## src/rtl/dma_regfile_mc.sv

```systemverilog
// Multi-channel DMA register file on APB: per-channel descriptors, start/busy/done
// tracking, saturating completion counters and a masked write-1-to-clear interrupt.
module dma_regfile_mc #(
  parameter int NUM_CH = 4,
  parameter int ADDR_W = 24,
  parameter int SIZE_W = 16,
  parameter int DATA_W = 32
) (
  input  logic                     clk,
  input  logic                     reset,
  input  logic                     pclken,
  input  logic                     psel,
  input  logic                     penable,
  input  logic [ADDR_W-1:0]        paddr,
  input  logic                     pwrite,
  input  logic [DATA_W-1:0]        pwdata,
  output logic [DATA_W-1:0]        prdata,
  output logic                     pslverr,
  output logic                     pready,
  input  logic [NUM_CH*SIZE_W-1:0] buffer_count,
  input  logic [NUM_CH-1:0]        ch_done,
  output logic [NUM_CH*ADDR_W-1:0] rd_start_addr,
  output logic [NUM_CH*ADDR_W-1:0] wr_start_addr,
  output logic [NUM_CH*SIZE_W-1:0] buffer_size,
  output logic [NUM_CH-1:0]        cmd_last,
  output logic [NUM_CH-1:0]        ch_start,
  output logic                     irq
);

  typedef enum logic [2:0] {
    S_IDLE,
    S_SETUP,
    S_ACC_WR,
    S_ACC_RD1,
    S_ACC_RD2
  } apb_state_e;

  typedef enum logic [3:0] {
    R_NONE,
    R_RD_ADDR,
    R_WR_ADDR,
    R_SIZE,
    R_CTRL,
    R_STATUS,
    R_COUNT,
    R_INT_STATUS,
    R_INT_MASK
  } reg_sel_e;

  apb_state_e state_q, state_d;

  logic [ADDR_W-1:0] rd_addr_q [NUM_CH];
  logic [ADDR_W-1:0] rd_addr_d [NUM_CH];
  logic [ADDR_W-1:0] wr_addr_q [NUM_CH];
  logic [ADDR_W-1:0] wr_addr_d [NUM_CH];
  logic [SIZE_W-1:0] size_q    [NUM_CH];
  logic [SIZE_W-1:0] size_d    [NUM_CH];
  logic [7:0]        int_cnt_q [NUM_CH];
  logic [7:0]        int_cnt_d [NUM_CH];

  logic [NUM_CH-1:0] busy_q, busy_d;
  logic [NUM_CH-1:0] done_q, done_d;
  logic [NUM_CH-1:0] int_en_q, int_en_d;
  logic [NUM_CH-1:0] last_q, last_d;
  logic [NUM_CH-1:0] ch_start_q, ch_start_d;
  logic [NUM_CH-1:0] int_status_q, int_status_d;
  logic [NUM_CH-1:0] int_mask_q, int_mask_d;
  logic              irq_q, irq_d;
  logic [DATA_W-1:0] prdata_q, prdata_d;
  logic              rd_err_q, rd_err_d;

  reg_sel_e          sel;
  logic [2:0]        sel_ch;
  logic              sel_busy;
  logic              wr_err;
  logic              wr_fire;
  logic              wr_ok;
  logic              rd_capture;
  logic [DATA_W-1:0] rd_data;
  logic              unused_pwdata;

  assign unused_pwdata = ^pwdata;

  // Address decode: channel windows below 0x100, global registers at 0x100/0x104.
  // NOTE: every always_comb output gets a default first so no path leaves it unassigned (no latch).
  always_comb begin
    sel    = R_NONE;
    sel_ch = paddr[7:5];
    if (paddr[ADDR_W-1:9] == '0) begin
      if (paddr[8]) begin
        if (paddr[7:0] == 8'h00)      sel = R_INT_STATUS;
        else if (paddr[7:0] == 8'h04) sel = R_INT_MASK;
      end else if (int'(sel_ch) < NUM_CH) begin
        case (paddr[4:0])
          5'h00:   sel = R_RD_ADDR;
          5'h04:   sel = R_WR_ADDR;
          5'h08:   sel = R_SIZE;
          5'h0C:   sel = R_CTRL;
          5'h10:   sel = R_STATUS;
          5'h14:   sel = R_COUNT;
          default: sel = R_NONE;
        endcase
      end
    end
  end

  always_comb begin
    sel_busy = 1'b0;
    for (int c = 0; c < NUM_CH; c++) begin
      if (sel_ch == 3'(c)) sel_busy = busy_q[c];
    end
  end

  // Busy is judged on the registered state, so a completion in the same cycle
  // still rejects the access.
  always_comb begin
    wr_err = 1'b0;
    case (sel)
      R_NONE, R_COUNT:   wr_err = 1'b1;
      R_RD_ADDR, R_SIZE: wr_err = sel_busy;
      R_CTRL:            wr_err = sel_busy & pwdata[0];
      default:           wr_err = 1'b0;
    endcase
  end

  assign wr_fire    = (state_q == S_ACC_WR) && pclken && psel;
  assign wr_ok      = wr_fire && !wr_err;
  assign rd_capture = (state_q == S_ACC_RD1) && pclken && psel;

  always_comb begin
    state_d = state_q;
    if (pclken) begin
      case (state_q)
        S_IDLE:    if (psel && !penable) state_d = S_SETUP;
        S_SETUP: begin
          if (!psel)        state_d = S_IDLE;
          else if (penable) state_d = pwrite ? S_ACC_WR : S_ACC_RD1;
        end
        S_ACC_WR:  state_d = S_IDLE;
        S_ACC_RD1: state_d = psel ? S_ACC_RD2 : S_IDLE;
        S_ACC_RD2: state_d = S_IDLE;
        default:   state_d = S_IDLE;
      endcase
    end
  end

  always_comb begin
    rd_data = '0;
    for (int c = 0; c < NUM_CH; c++) begin
      if (sel_ch == 3'(c)) begin
        case (sel)
          R_RD_ADDR: rd_data[ADDR_W-1:0] = rd_addr_q[c];
          R_WR_ADDR: rd_data[ADDR_W-1:0] = wr_addr_q[c];
          R_SIZE:    rd_data[SIZE_W-1:0] = size_q[c];
          R_CTRL:    rd_data[2:1]        = {last_q[c], int_en_q[c]};
          R_STATUS: begin
            rd_data[15:8] = int_cnt_q[c];
            rd_data[1]    = done_q[c];
            rd_data[0]    = busy_q[c];
          end
          R_COUNT:   rd_data[SIZE_W-1:0] = buffer_count[c*SIZE_W +: SIZE_W];
          default:   ;
        endcase
      end
    end
    if (sel == R_INT_STATUS) rd_data[NUM_CH-1:0] = int_status_q;
    if (sel == R_INT_MASK)   rd_data[NUM_CH-1:0] = int_mask_q;
  end

  assign prdata_d = rd_capture ? rd_data : prdata_q;
  assign rd_err_d = rd_capture ? (sel == R_NONE) : rd_err_q;
  assign irq_d    = |(int_status_q & int_mask_q);

  // Bus writes are applied before engine completions so a same-cycle done
  // overrides a write-1-to-clear of the same bit.
  always_comb begin
    rd_addr_d    = rd_addr_q;
    wr_addr_d    = wr_addr_q;
    size_d       = size_q;
    int_cnt_d    = int_cnt_q;
    busy_d       = busy_q;
    done_d       = done_q;
    int_en_d     = int_en_q;
    last_d       = last_q;
    ch_start_d   = '0;
    int_status_d = int_status_q;
    int_mask_d   = int_mask_q;

    if (wr_ok && sel == R_INT_STATUS) int_status_d = int_status_q & ~pwdata[NUM_CH-1:0];
    if (wr_ok && sel == R_INT_MASK)   int_mask_d   = pwdata[NUM_CH-1:0];

    for (int c = 0; c < NUM_CH; c++) begin
      if (wr_ok && sel_ch == 3'(c)) begin
        case (sel)
          R_RD_ADDR: rd_addr_d[c] = pwdata[ADDR_W-1:0];
          R_WR_ADDR: if (!busy_q[c]) wr_addr_d[c] = pwdata[ADDR_W-1:0];
          R_SIZE:    size_d[c] = pwdata[SIZE_W-1:0];
          R_CTRL: begin
            int_en_d[c] = pwdata[1];
            if (!busy_q[c]) last_d[c] = pwdata[2];
            if (pwdata[0]) begin
              busy_d[c]     = 1'b1;
              ch_start_d[c] = 1'b1;
            end
          end
          R_STATUS: begin
            if (pwdata[1])  done_d[c]    = 1'b0;
            if (pwdata[31]) int_cnt_d[c] = '0;
          end
          default: ;
        endcase
      end
      if (ch_done[c] && busy_q[c]) begin
        busy_d[c] = 1'b0;
        done_d[c] = 1'b1;
        if (int_cnt_d[c] != 8'hFF) int_cnt_d[c] = int_cnt_d[c] + 8'd1;
        if (int_en_q[c]) int_status_d[c] = 1'b1;
      end
    end
  end

  // NOTE: sequential state uses non-blocking assignments so every flop samples pre-edge values.
  always_ff @(posedge clk or negedge reset) begin
    if (!reset) begin
      state_q      <= S_IDLE;
      // NOTE: the descriptor arrays are reset in full; software and engines read them straight after reset.
      rd_addr_q    <= '{default: '0};
      wr_addr_q    <= '{default: '0};
      size_q       <= '{default: '0};
      int_cnt_q    <= '{default: '0};
      busy_q       <= '0;
      done_q       <= '0;
      int_en_q     <= '0;
      last_q       <= '0;
      ch_start_q   <= '0;
      int_status_q <= '0;
      int_mask_q   <= '0;
      irq_q        <= 1'b0;
      prdata_q     <= '0;
      rd_err_q     <= 1'b0;
    end else begin
      state_q      <= state_d;
      rd_addr_q    <= rd_addr_d;
      wr_addr_q    <= wr_addr_d;
      size_q       <= size_d;
      int_cnt_q    <= int_cnt_d;
      busy_q       <= busy_d;
      done_q       <= done_d;
      int_en_q     <= int_en_d;
      last_q       <= last_d;
      ch_start_q   <= ch_start_d;
      int_status_q <= int_status_d;
      int_mask_q   <= int_mask_d;
      irq_q        <= irq_d;
      prdata_q     <= prdata_d;
      rd_err_q     <= rd_err_d;
    end
  end

  always_comb begin
    rd_start_addr = '0;
    wr_start_addr = '0;
    buffer_size   = '0;
    for (int c = 0; c < NUM_CH; c++) begin
      rd_start_addr[c*ADDR_W +: ADDR_W] = rd_addr_q[c];
      wr_start_addr[c*ADDR_W +: ADDR_W] = wr_addr_q[c];
      buffer_size[c*SIZE_W +: SIZE_W]   = size_q[c];
    end
  end

  assign cmd_last = last_q;
  assign ch_start = ch_start_q;
  assign irq      = irq_q;
  assign prdata   = prdata_q;
  assign pready   = ((state_q == S_ACC_WR) && psel) || (state_q == S_ACC_RD2);
  assign pslverr  = ((state_q == S_ACC_WR) && psel && wr_err) ||
                    ((state_q == S_ACC_RD2) && rd_err_q);

endmodule

```

## config.mk

```make
export PLATFORM = sky130hd
export DESIGN_NAME = dma_regfile_mc
export DESIGN_NICKNAME = d
export VERILOG_FILES = /design/src/rtl/dma_regfile_mc.sv
export SDC_FILE = /design/constraint.sdc
export NUM_CORES = 1
export LEC_CHECK = 0
export BUFFER_PORTS_ARGS = -buffer_cell sky130_fd_sc_hd__buf_2
export CAP_MARGIN = 20
export CORE_MARGIN = 10
export CORE_UTILIZATION = 54
export DETAILED_ROUTE_END_ITERATION = 16
export HOLD_SLACK_MARGIN = 0.12
export PLACE_DENSITY = 0.9
export SLEW_MARGIN = 15
export SYNTH_ARGS = -nofsm -noshare
export SYNTH_HDL_FRONTEND = slang
export SYNTH_SLANG_ARGS = --single-unit
```

## constraint.sdc

```tcl
create_clock -name clk -period 2.9 [get_ports clk]
set_input_delay 0.145 -clock clk [delete_from_list [all_inputs] [get_ports clk]]
set_output_delay 0.145 -clock clk [all_outputs]
set_load 0.02 [all_outputs]
```

==> flow_metrics.py <==
metrics = {
    "global_routing": {
        "antenna_found_initial": 14,
        "first_global_vias": 16099,
        "overflow": 0,
        "track_usage_pct": 35.4,
        "grt_max_degree": 93,
        "grt_pass1_wl_um": 106000,
    },
    "setup_path": {
        "crit_chain": "mux4_2 > and4b_1 > a21oi_2 > nand3_2 > or4_2 > buf_12 > mux2_4",
        "crit_end": "wr_start_addr[41]",
        "r2r-end": "wr_start_addr[41]",
        "cp_max_fo": 20,
        "crit_slowest_cell": "or4_2",
        "crit_type": "reg2reg",
        "end_kind": "flop",
        "cp.buffers_inverters": 1,
        "critical_path_required_ps": 3300,
        "rr_worst_depth": 7,
        "crit_path_start_kind": "flop",
        "r2r_slack_ps": 80,
        "cp_num_cells": 7,
        "r2r-start": "busy_q[3]",
        "cpLargestDelayFamily": "simple AND/OR/NAND/NOR gates",
        "crit_start": "busy_q[3]",
        "critPathArrivalTime_ps": 3210,
        "cpPeakStageDelay_ps": 730,
    },
    "run": {
        "drv_cap": 0,
    },
    "routing": {
        "drt-wirelength-per-cell_um": 31.1,
        "vias": 16136,
        "vias_per_cell": 6.93,
        "wl_um": 72500,
        "drc": 0,
        "postRouteAntennaNets": 0,
        "drt_iter0_markers": 2354,
        "drt_pass1_iterations": 6,
    },
    "placement": {
        "dp_cells": 2227,
        "pre_cts_ws_ps": -87.8,
        "port_buffers": 413,
        "dpl-instance-area_um2": 20300,
        "dp_hpwl_um": 51800,
        "gp_congestion": 1.00,
    },
    "logic_synthesis": {
        "synthCells": 1440,
        "synthFlopType": "dfrtp_1",
        "synth_edf_count": 0,
        "syn_area_um2": 17400,
        "async_flop_share_pct": 100,
        "syn_area_per_cell_um2": 12.1,
        "ys.warnings.count": 0,
        "synth_top_area_share_pct": 49.7,
        "yosys.area.top_type": "dfrtp_1",
        "synth-seq-area-share_pct": 49.7,
        "synthTopCellsByArea": "dfrtp_1 50%, mux2_2 14%, mux2_4 5.2%",
        "ys_ff_latch": 345,
        "synth.distinct_cells": 75,
    },
    "timing": {
        "finalSetupViolations": 0,
        "timing.slew.headroom_pct": 45.3,
        "setup_slack_ps": 84.8,
        "hold_ws_ps": 153,
        "tns_ps": 0,
        "min_period_ps": 2820,
        "tightest_slew_ps": 813,
        "drv_slew": 0,
        "skew_ps": 19.3,
        "rsz0062_at_grt": "no",
        "fin_crit_sh_pct": 97.1,
        "finalHoldViolations": 0,
        "timing.fmax_ghz": 0.355,
    },
    "final_layout": {
        "nets": 2028,
        "fin_cells": 2329,
        "area_growth_pct": 25.4,
        "drive_gt1_share_pct": 46.6,
        "fin_area_um2": 21800,
        "n_fill_cell": 2204,
        "multi_input_area_um2": 8130,
        "seqCellArea_um2": 8630,
    },
    "status": {
        "status": "complete, no violations",
    },
    "hold_path": {
        "hold_path.class": "in2reg",
        "min_from": "pwdata[1]",
    },
    "floorplan": {
        "initial_core_util_pct": 54.9,
        "core_area_um2": 31600,
        "die_h_um": 199,
        "dieArea_um2": 39800,
        "num_io_pins": 429,
        "die_w_um": 199,
        "rows": 65,
    },
    "clock_tree": {
        "cts_tree": "done",
        "cts_buffers": 36,
        "worstSkewPairLatency_ps": 520,
        "postCtsSetupBuffers": 0,
        "ctsLongestPathBuffers": 3,
        "cts_max_level": 2,
        "clock-sinks": 345,
        "clock-root-buffer": "clkbuf_16",
        "path_clk_slew_ps": 60,
    },
    "pwr": {
        "p_leak_uw": 0.0115,
        "peakVddDrop_mv": 0.426,
        "power_density_nw_per_um2": 473,
    },
}
[logic make-up (layout without fill, tap and decap cells)]
| group | Yosys count | count (layout) | synth area share, % |
|---|---|---|---|
| other cells | 1 | 17 | 0.0216 |
| mux | 339 | 339 | 24.3 |
| simple gates | 340 | 340 | 10.6 |
| compound gates | 266 | 266 | 11.0 |
| flops | 345 | 345 | 49.7 |
| xor+xnor | 9 | 9 | 0.454 |
| buf+inv | 140 | 611 | 3.91 |
[layout by cell type (no fill, tap or decap), types with 37 or more instances in the layout]
master	instances
dfrtp_1	345
nand2_1	68
buf_4	78
mux2_2	219
nand3_1	54
mux2_4	60
buf_2	410
clkbuf_16	37
nor2_1	78
a21oi_1	48
[how the worst min path moves through the flow]
stage	to	slack, ps	depth (start not counted)
after floorplan	buffer_size[0]	-150	0
after global placement	rd_start_addr[37]	240	1
after detailed placement	wr_start_addr[37]	240	1
after CTS	int_status_q[1]	140	4
after global routing	rd_start_addr[84]	140	2
final	int_status_q[1]	150	4
[power breakdown]
| part | total [uW] | internal (uW) | switching [uW] |
|---|---|---|---|
| registers | 4880 | 4850 | 26.4 |
| logic | 818 | 270 | 548 |
| clock network | 4610 | 2690 | 1920 |
| total | 10300 | 7820 | 2490 |
[per-stage QoR]
stage	util, %	power (uW)
after floorplan	-	5290
after global placement	64.1	5690
after detailed placement	64.1	5710
after CTS	68.8	10300
after global routing	68.9	10500
final	68.9	10300
[layer usage]
metal / routed length [um] / global-route usage, %
met5: 61 / 0
met4: 5710 / 23.1
met3: 10600 / 13.2
met2: 32200 / 53.7
met1: 23900 / 41.6
[area by class of cell]
| class | count | area share, % |
|---|---|---|
| Antenna cell | 9 | 0.103 |
| Clock buffer | 48 | 4.62 |
| Inverter | 13 | 0.224 |
| Multi-Input combinational cell | 962 | 37.3 |
| Clock inverter | 10 | 0.591 |
| Sequential cell | 345 | 39.6 |
| Tap cell | 402 | 2.31 |
| Timing Repair Buffer | 540 | 15.2 |
[flip-flops by register name, indices dropped and copies added, names as in the netlist]
name / flops
int_mask_q: 4
rd_err_q: 1
state_q: 3
busy_q: 4
int_status_q: 4
prdata: 24
buffer_size: 64
int_en_q: 4
rd_start_addr: 96
ch_start: 4
int_cnt_q: 32
wr_start_addr: 96
done_q: 4
cmd_last: 4
irq: 1
[cells in the mapped netlist, drive strengths merged (3+ instances only)]
cell / n
a22oi: 22
mux2: 289
buf: 61
o41ai: 5
nand4: 24
or4: 6
nor2: 82
nor4: 13
a32o: 5
a211oi: 12
nand3: 55
nand3b: 7
a31oi: 13
a221oi: 13
o211ai: 10
o2bb2ai: 5
and2: 5
nand2: 70
nor3: 34
a22o: 19
clkbuf: 66
xor2: 6
mux2i: 30
or3: 3
o22ai: 7
nor2b: 9
a221o: 8
a32oi: 7
o21ai: 35
xnor2: 3
a41oi: 5
and3: 11
mux4: 20
a21o: 9
nand2b: 10
o311ai: 3
a21oi: 49
o31ai: 9
o2111ai: 8
inv: 13
and4b: 3
a222oi: 5
dfrtp: 345
[what timing repair did]
item | CTS | global route
gates resized for setup | 0 | 1
endpoints found under the hold margin | 252 | 0
hold buffers | 35 | 0
setup endpoints to repair | 0 | 1
[tightest hold or removal path, cell delays in order]
cell and delay (ps):
buf_2 240, nand2_1 110, o21ai_0 80, nand2_1 60
(Power assumes the default switching activity.)
